### config.mk
export PLATFORM = sky130hd
export DESIGN_NAME = sequence_generator
export DESIGN_NICKNAME = d
export VERILOG_FILES = /design/src/rtl/sequence_generator.sv
export SDC_FILE = /design/constraint.sdc
export NUM_CORES = 1
export LEC_CHECK = 0
export ABC_AREA = 1
export BUFFER_PORTS_ARGS = -buffer_cell sky130_fd_sc_hd__buf_2
export CORE_ASPECT_RATIO = 1.25
export CORE_MARGIN = 2
export CORE_UTILIZATION = 45
export DETAILED_ROUTE_END_ITERATION = 6
export PLACE_DENSITY = 0.77
export SYNTH_ARGS = -nofsm -noshare
export SYNTH_HDL_FRONTEND = slang
export SYNTH_SLANG_ARGS = --single-unit
### constraint.sdc
create_clock -name clk -period 1.22 [get_ports clk]
set_clock_uncertainty 0.05 [all_clocks]
set_input_delay 0.122 -clock clk [delete_from_list [all_inputs] [get_ports clk]]
set_output_delay 0.122 -clock clk [all_outputs]
set_load 0.005 [all_outputs]
### src/rtl/sequence_generator.sv
// Serial pattern generator: sends len bits of pattern MSB-first on w, framed by valid/busy/done.
// Optional macro SEQ_GEN_REPEAT_EN adds the rep port and back-to-back frame repetition.
module sequence_generator #(
    parameter int unsigned MAX_LEN = 8
) (
    input  logic               clk,
    input  logic               resetn,
    input  logic               start,
    input  logic [MAX_LEN-1:0] pattern,
    input  logic [3:0]         len,
`ifdef SEQ_GEN_REPEAT_EN
    input  logic [3:0]         rep,
`endif
    output logic               w,
    output logic               valid,
    output logic               busy,
    output logic               done,
    output logic               err
);

    localparam logic [1:0] IDLE   = 2'd0;
    localparam logic [1:0] SHIFT  = 2'd1;
    localparam logic [1:0] FINISH = 2'd2;

    localparam logic [3:0] MaxLenC = 4'(MAX_LEN);

    logic [1:0]         state_q, state_d;
    logic [MAX_LEN-1:0] pat_q, pat_d;
    logic [3:0]         cnt_q, cnt_d;
    logic               w_q, w_d;
    logic               valid_q, valid_d;
    logic               busy_q, busy_d;
    logic               done_q, done_d;
    logic               err_q, err_d;
`ifdef SEQ_GEN_REPEAT_EN
    logic [3:0]         len_q, len_d;
    logic [3:0]         rep_cnt_q, rep_cnt_d;
`endif

    logic len_ok;

    // Variable bit select written as a compare loop so the 4-bit index never exceeds the vector.
    function automatic logic pick(input logic [MAX_LEN-1:0] v, input logic [3:0] idx);
        pick = 1'b0;
        for (int i = 0; i < int'(MAX_LEN); i++) begin
            if (idx == 4'(i)) begin
                pick = v[i];
            end
        end
    endfunction

    assign len_ok = (len != 4'd0) && (len <= MaxLenC);

    always_comb begin
        state_d = state_q;
        pat_d   = pat_q;
        cnt_d   = cnt_q;
        w_d     = 1'b0;
        valid_d = 1'b0;
        busy_d  = 1'b0;
        done_d  = 1'b0;
        err_d   = 1'b0;
`ifdef SEQ_GEN_REPEAT_EN
        len_d     = len_q;
        rep_cnt_d = rep_cnt_q;
`endif

        case (state_q)
            IDLE: begin
                if (start) begin
                    if (len_ok) begin
                        pat_d   = pattern;
                        cnt_d   = len - 4'd1;
                        w_d     = pick(pattern, len - 4'd1);
                        valid_d = 1'b1;
                        busy_d  = 1'b1;
                        state_d = SHIFT;
`ifdef SEQ_GEN_REPEAT_EN
                        len_d     = len;
                        rep_cnt_d = rep;
`endif
                    end else begin
                        err_d = 1'b1;
                    end
                end
            end

            SHIFT: begin
                if (cnt_q != 4'd0) begin
                    cnt_d   = cnt_q - 4'd1;
                    w_d     = pick(pat_q, cnt_q - 4'd1);
                    valid_d = 1'b1;
                    busy_d  = 1'b1;
`ifdef SEQ_GEN_REPEAT_EN
                end else if (rep_cnt_q != 4'd0) begin
                    // Restart the frame in the very next cycle: no gap between repetitions.
                    rep_cnt_d = rep_cnt_q - 4'd1;
                    cnt_d     = len_q - 4'd1;
                    w_d       = pick(pat_q, len_q - 4'd1);
                    valid_d   = 1'b1;
                    busy_d    = 1'b1;
`endif
                end else begin
                    done_d  = 1'b1;
                    state_d = FINISH;
                end
            end

            FINISH: begin
                state_d = IDLE;
            end

            default: begin
                state_d = IDLE;
            end
        endcase
    end

    always_ff @(posedge clk or negedge resetn) begin
        if (!resetn) begin
            state_q <= IDLE;
            pat_q   <= '0;
            cnt_q   <= 4'd0;
            w_q     <= 1'b0;
            valid_q <= 1'b0;
            busy_q  <= 1'b0;
            done_q  <= 1'b0;
            err_q   <= 1'b0;
`ifdef SEQ_GEN_REPEAT_EN
            len_q     <= 4'd0;
            rep_cnt_q <= 4'd0;
`endif
        end else begin
            state_q <= state_d;
            pat_q   <= pat_d;
            cnt_q   <= cnt_d;
            w_q     <= w_d;
            valid_q <= valid_d;
            busy_q  <= busy_d;
            done_q  <= done_d;
            err_q   <= err_d;
`ifdef SEQ_GEN_REPEAT_EN
            len_q     <= len_d;
            rep_cnt_q <= rep_cnt_d;
`endif
        end
    end

    assign w     = w_q;
    assign valid = valid_q;
    assign busy  = busy_q;
    assign done  = done_q;
    assign err   = err_q;

endmodule

======== Word level (Yosys, flattened, before mapping) ========
Index checks and enable logic that the tools add are counted.
operators by class
  multiplexer cells ....................... 37
  order comparisons ....................... 1
  add/subtract/negate cells ............... 2
  equality and inequality tests ........... 19
  reduce and logical (&&, ||, !) cells .... 10
operators by type and width
  cell                 number
  $eq 4x3->1 const B   8
  $mux 1               27
  $eq 4x2->1 const B   4
  $mux 4               3
  $eq 4x1->1 const B   2
  $logic_not 4->1      2
  $ne 2x2->1 const B   4
  $pmux 4 s2           1
  $reduce_bool 4->1    2
  $sub 4x1->4 const B  2
  $mux 2               3
  $reduce_and 3->1     2
  $le 4x4->1 const B   1
  $pmux 1 s2           2
  $pmux 2 s2           1
  $reduce_and 4->1     1
  $eq 2x1->1 const B   1
  $logic_not 2->1      1
  $reduce_bool 2->1    1
  $logic_and 1x1->1    1
word-level totals
  logic and storage cells ................. 76
  register bits after elaboration ......... 18

======== Longest topological paths before layout ========
  word-level depth ........................ 13
  depth in mapped cells ................... 11

======== Worst setup path after synthesis ========
OpenSTA, ideal clock, no wires.
  path kind ............................... register -> register
  start ................................... register cnt_q[0]
  end ..................................... register cnt_q[2]
  path buffers ............................ 0
  library setup time ...................... 123 ps
  setup slack ............................. -112 ps
  data required time ...................... 1047 ps
  cell stages (with the launch flop) ...... 8
  arrival ................................. 1158 ps
  path through ............................ dfrtp_1 inv_1 ha_1 nand3_1 nand2_2 nand2_4 o21ai_1 o21ai_1
on the way
  cells in the longest elaborated chain, start to end .. 3
ends and longest elaborated chain
  what                                              RTL line  RTL
  start, declared                                   29        logic [3:0] cnt_q, cnt_d;
  start signal, assigned                            136       cnt_q <= cnt_d;
  $sub 4x1->4 or $reduce_bool 4->1 (tied branches)  90, 89
  $mux 4 or $ne 2x2->1 (tied branches)              n/a
  $pmux 4 s2 or $reduce_and 4->1 (tied branches)    n/a
Parallel ways exist; a longest one is shown, timed or not. The select of a mux whose other input is x is not followed.
A chain may end at the register's enable or synchronous reset.

======== Final worst setup path ========
  start ................................... register cnt_q[1]
  end ..................................... register w_q (netlist: w)
on the way
  cells in the longest elaborated chain, start to end .. 12
ends and longest elaborated chain
  what                  RTL line  RTL
  $sub 4x1->4           91        w_d = pick(pat_q, cnt_q - 4'd1);
  $logic_not 4->1       46        if (idx == 4'(i)) begin
  $mux 1 (8 in a row)   46
  $mux 1 *              89        if (cnt_q != 4'd0) begin
  $pmux 1 s2 *          68        case (state_q)
  named net w_d         30        logic w_q, w_d;
  end signal, assigned  137       w_q <= w_d;
  end, declared         30
Mark *: on every way through the listed nets, which the timed path passes. The rest lies on a longest branch.

==> flow_summary_export.csv <==
group,metric,value,unit
die,die_width,49.8,µm
global_route,grt_max_degree,19,
clocking,cts_tree,"yes",
route,wire_per_inst,14.7,µm
synth,syn_area_per_cell,7.93,µm²
clocking,cts_root_buf,"clkbuf_4",
critical_path,critical_path_peak_fanout,3,
route,ant_nets,0,
clocking,clk_path_buf_depth,2,
global_route,antenna_found_initial,0,
synth,synth.area.top_cells,"dfrtp_1 38%, nand2_1 13%, ha_1 8.5%",
clocking,ctsHtreeMaxLevel,1,
placed_design,dp_slack,-126,ps
sta,setup_ws,-227,ps
critical_path,critPathRequiredTime,1370,ps
clocking,cts_buffers,3,
layout,final_nets,216,
global_route,grt_pass1_wl,4710,µm
critical_path,crit_type,"flip-flop to flip-flop",
pwr,irDropWorstVdd,0.987,mV
clocking,cts.sinks,18,
critical_path,cp-startpoint,"cnt_q[1]$_DFFE_PN0P_",
pwr,total_leakage_power,0.863,nW
die,io_pins,20,
layout,final_util,68.7,%
sta,max_slew_margin,72.6,%
critical_path,worstSetupStartpointType,"flip-flop",
die,coreArea,0.00245,mm²
pwr,power_density,2280,mW/mm²
clocking,clk_latency,300,ps
critical_path,crit_path_end_kind,"flip-flop",
layout,area_growth_syn_to_layout,42.6,%
status,violations,"setup timing",
layout,fin_area,0.00168,mm²
sta,hold_viol_final,0,
synth,yosysTopAreaCellShare,38.1,%
status,status,"complete, but fails checks",
synth,yosys_register_bits,18,
synth,yosysTopAreaCell,"dfrtp_1",
sta,hold_slack,28.8,ps
die,initial_core_util,48.2,%
sta,tightest_slew,411,ps
die,die_h,61.3,µm
sta,slew_viol_final,0,
die,die-area,0.00305,mm²
sta,min_period,1450,ps
critical_path,cp.arrival,1600,ps
synth,syn-num-nets,172,
placed_design,port_buffers,19,
global_route,grt-ovfl-total,0,
sta,fin_crit_sh,119,%
sta,rsz0062_at_grt,"yes",
layout,n_antenna_cell,0,
route,wl,3290,µm
synth,synth.distinct_cells,23,
critical_path,reg2reg_from,"cnt_q[1]$_DFFE_PN0P_",
synth,yosysSeqAreaShare,38.1,%
critical_path,rr_worst_depth,9,
min_path,worstHoldStart,"pattern[2]",
clocking,clk_pin_slew,110,ps
route,first_iter_violations,56,
synth,syn_inst,149,
layout,layout-drive-gt1-share,45.0,%
job,maxCapViolCount,0,
sta,setup_viol,15,
min_path,whs_path_depth,3,
min_path,hold_path_class,"primary input to flip-flop",
placed_design,post-dp-hpwl,2230,µm
die,rows,20,
placed_design,gp_congestion,0.796,
route,firstDrtPassIters,6,
route,vias,1187,
route,route.detailed.drc,0,
synth,synth_area,0.00118,mm²
global_route,grt_util_all_layers,21.3,%
placed_design,placed_cell_area,0.00147,mm²
global_route,grt_pass1_vias,1143,
sta,fmax,691,MHz
synth,yosys_warnings,0,
route,avgViaCountPerCell,5.30,
state kept, by name (all words and copies together), names as in the netlist:
signal,count
cnt_q,4
w,1
pat_q,8
busy,1
err,1
done,1
state_q,2
layout make-up:
class / count / area, µm²
Multi-Input combinational cell: 106 / 773
Fill cell: 208 / 768
Sequential cell: 18 / 452
Timing Repair Buffer: 42 / 305
Inverter: 22 / 90.1
Tap cell: 33 / 41.3
Clock buffer: 3 / 22.5
layout by cell type (no fill, tap or decap), types with 3 or more instances in the layout:
| cell | n |
|---|---|
| xor2_1 | 4 |
| ha_1 | 5 |
| nand3_4 | 3 |
| a21oi_1 | 4 |
| buf_6 | 6 |
| clkbuf_4 | 3 |
| inv_2 | 3 |
| o21ai_2 | 8 |
| nand3_1 | 7 |
| ha_4 | 3 |
| nand3_2 | 5 |
| nand2_4 | 4 |
| nand2_1 | 33 |
| buf_2 | 19 |
| buf_4 | 15 |
| o21ai_0 | 4 |
| nor2_1 | 8 |
| nand2_2 | 8 |
| dfrtp_1 | 17 |
| inv_1 | 17 |
what timing repair did:
item,in CTS,in global routing
hold buffers,1,0
pin swaps,8,8
hold endpoints to repair,18,0
gates resized for setup,18,21
buffers inserted,2,1
endpoints found under the setup margin,14,17
final timing paths:
check | to | slack (ps)
worst max-delay path | w$_DFF_PN0_ | -230
worst min-delay path | pat_q[2]$_DFFE_PN0P_ | 30
worst max register to register | w$_DFF_PN0_ | -230
worst min register to register | pat_q[2]$_DFFE_PN0P_ | 450
max in group asynchronous | cnt_q[1]$_DFFE_PN0P_ | 590
min in group asynchronous | cnt_q[2]$_DFFE_PN0P_ | 220
metrics by stage:
stage,cells,total power [mW],TNS [ps]
finish,224,3.85,-1440
global route,224,4.07,-1970
CTS,224,3.39,-891
detailed placement,218,2.81,-887
global placement,218,2.72,-293
floorplan,149,2.18,-58.4
critical path: stages (launching register included):
cell,delay [ps]
dfrtp_2,480
ha_4,190
a21oi_1,140
nand2_1,70
nand2_1,80
nand2_1,60
nand2_1,70
nand2_1,50
nand2_1,80
nand2_1,70
kinds of logic (layout without fill, tap and decap cells):
family                   after synthesis  after routing  synth area share (%)
AO/OA/AOI/OAI                         19             19                  9.53
AND/OR/NAND/NOR                       75             75                  30.9
buffers and inverters                 25             67                  9.96
flip-flops                            18             18                  38.1
XOR/XNOR                               4              4                  2.97
adder cells (fa/ha/maj)                8              8                  8.47
synth_stat cells (all sizes together):
cell type,count
nand2,47
inv,22
dfrtp,18
nand3,15
o21ai,14
nor2,10
ha,8
a21oi,4
xor2,4
buf,3
nand4,1
nor3,1
o211ai,1
or2,1
report_power, final:
part	internal (mW)	leakage (nW)	total, mW	switching [mW]
sequential	0.872	0.226	1.12	0.243
clock	0.115	0.0138	0.307	0.192
combinational	1.07	0.623	2.42	1.35
total	2.06	0.863	3.85	1.78
per-layer routing:
layer	vias to the layer above	routed length (µm)	global-route usage, %
met5	-	0	0
met4	0	167	14.3
met3	18	172	1.70
met2	65	1830	41.3
met1	550	1130	22.3
li1	554	-	-
Power figures use the tool's default switching activity.
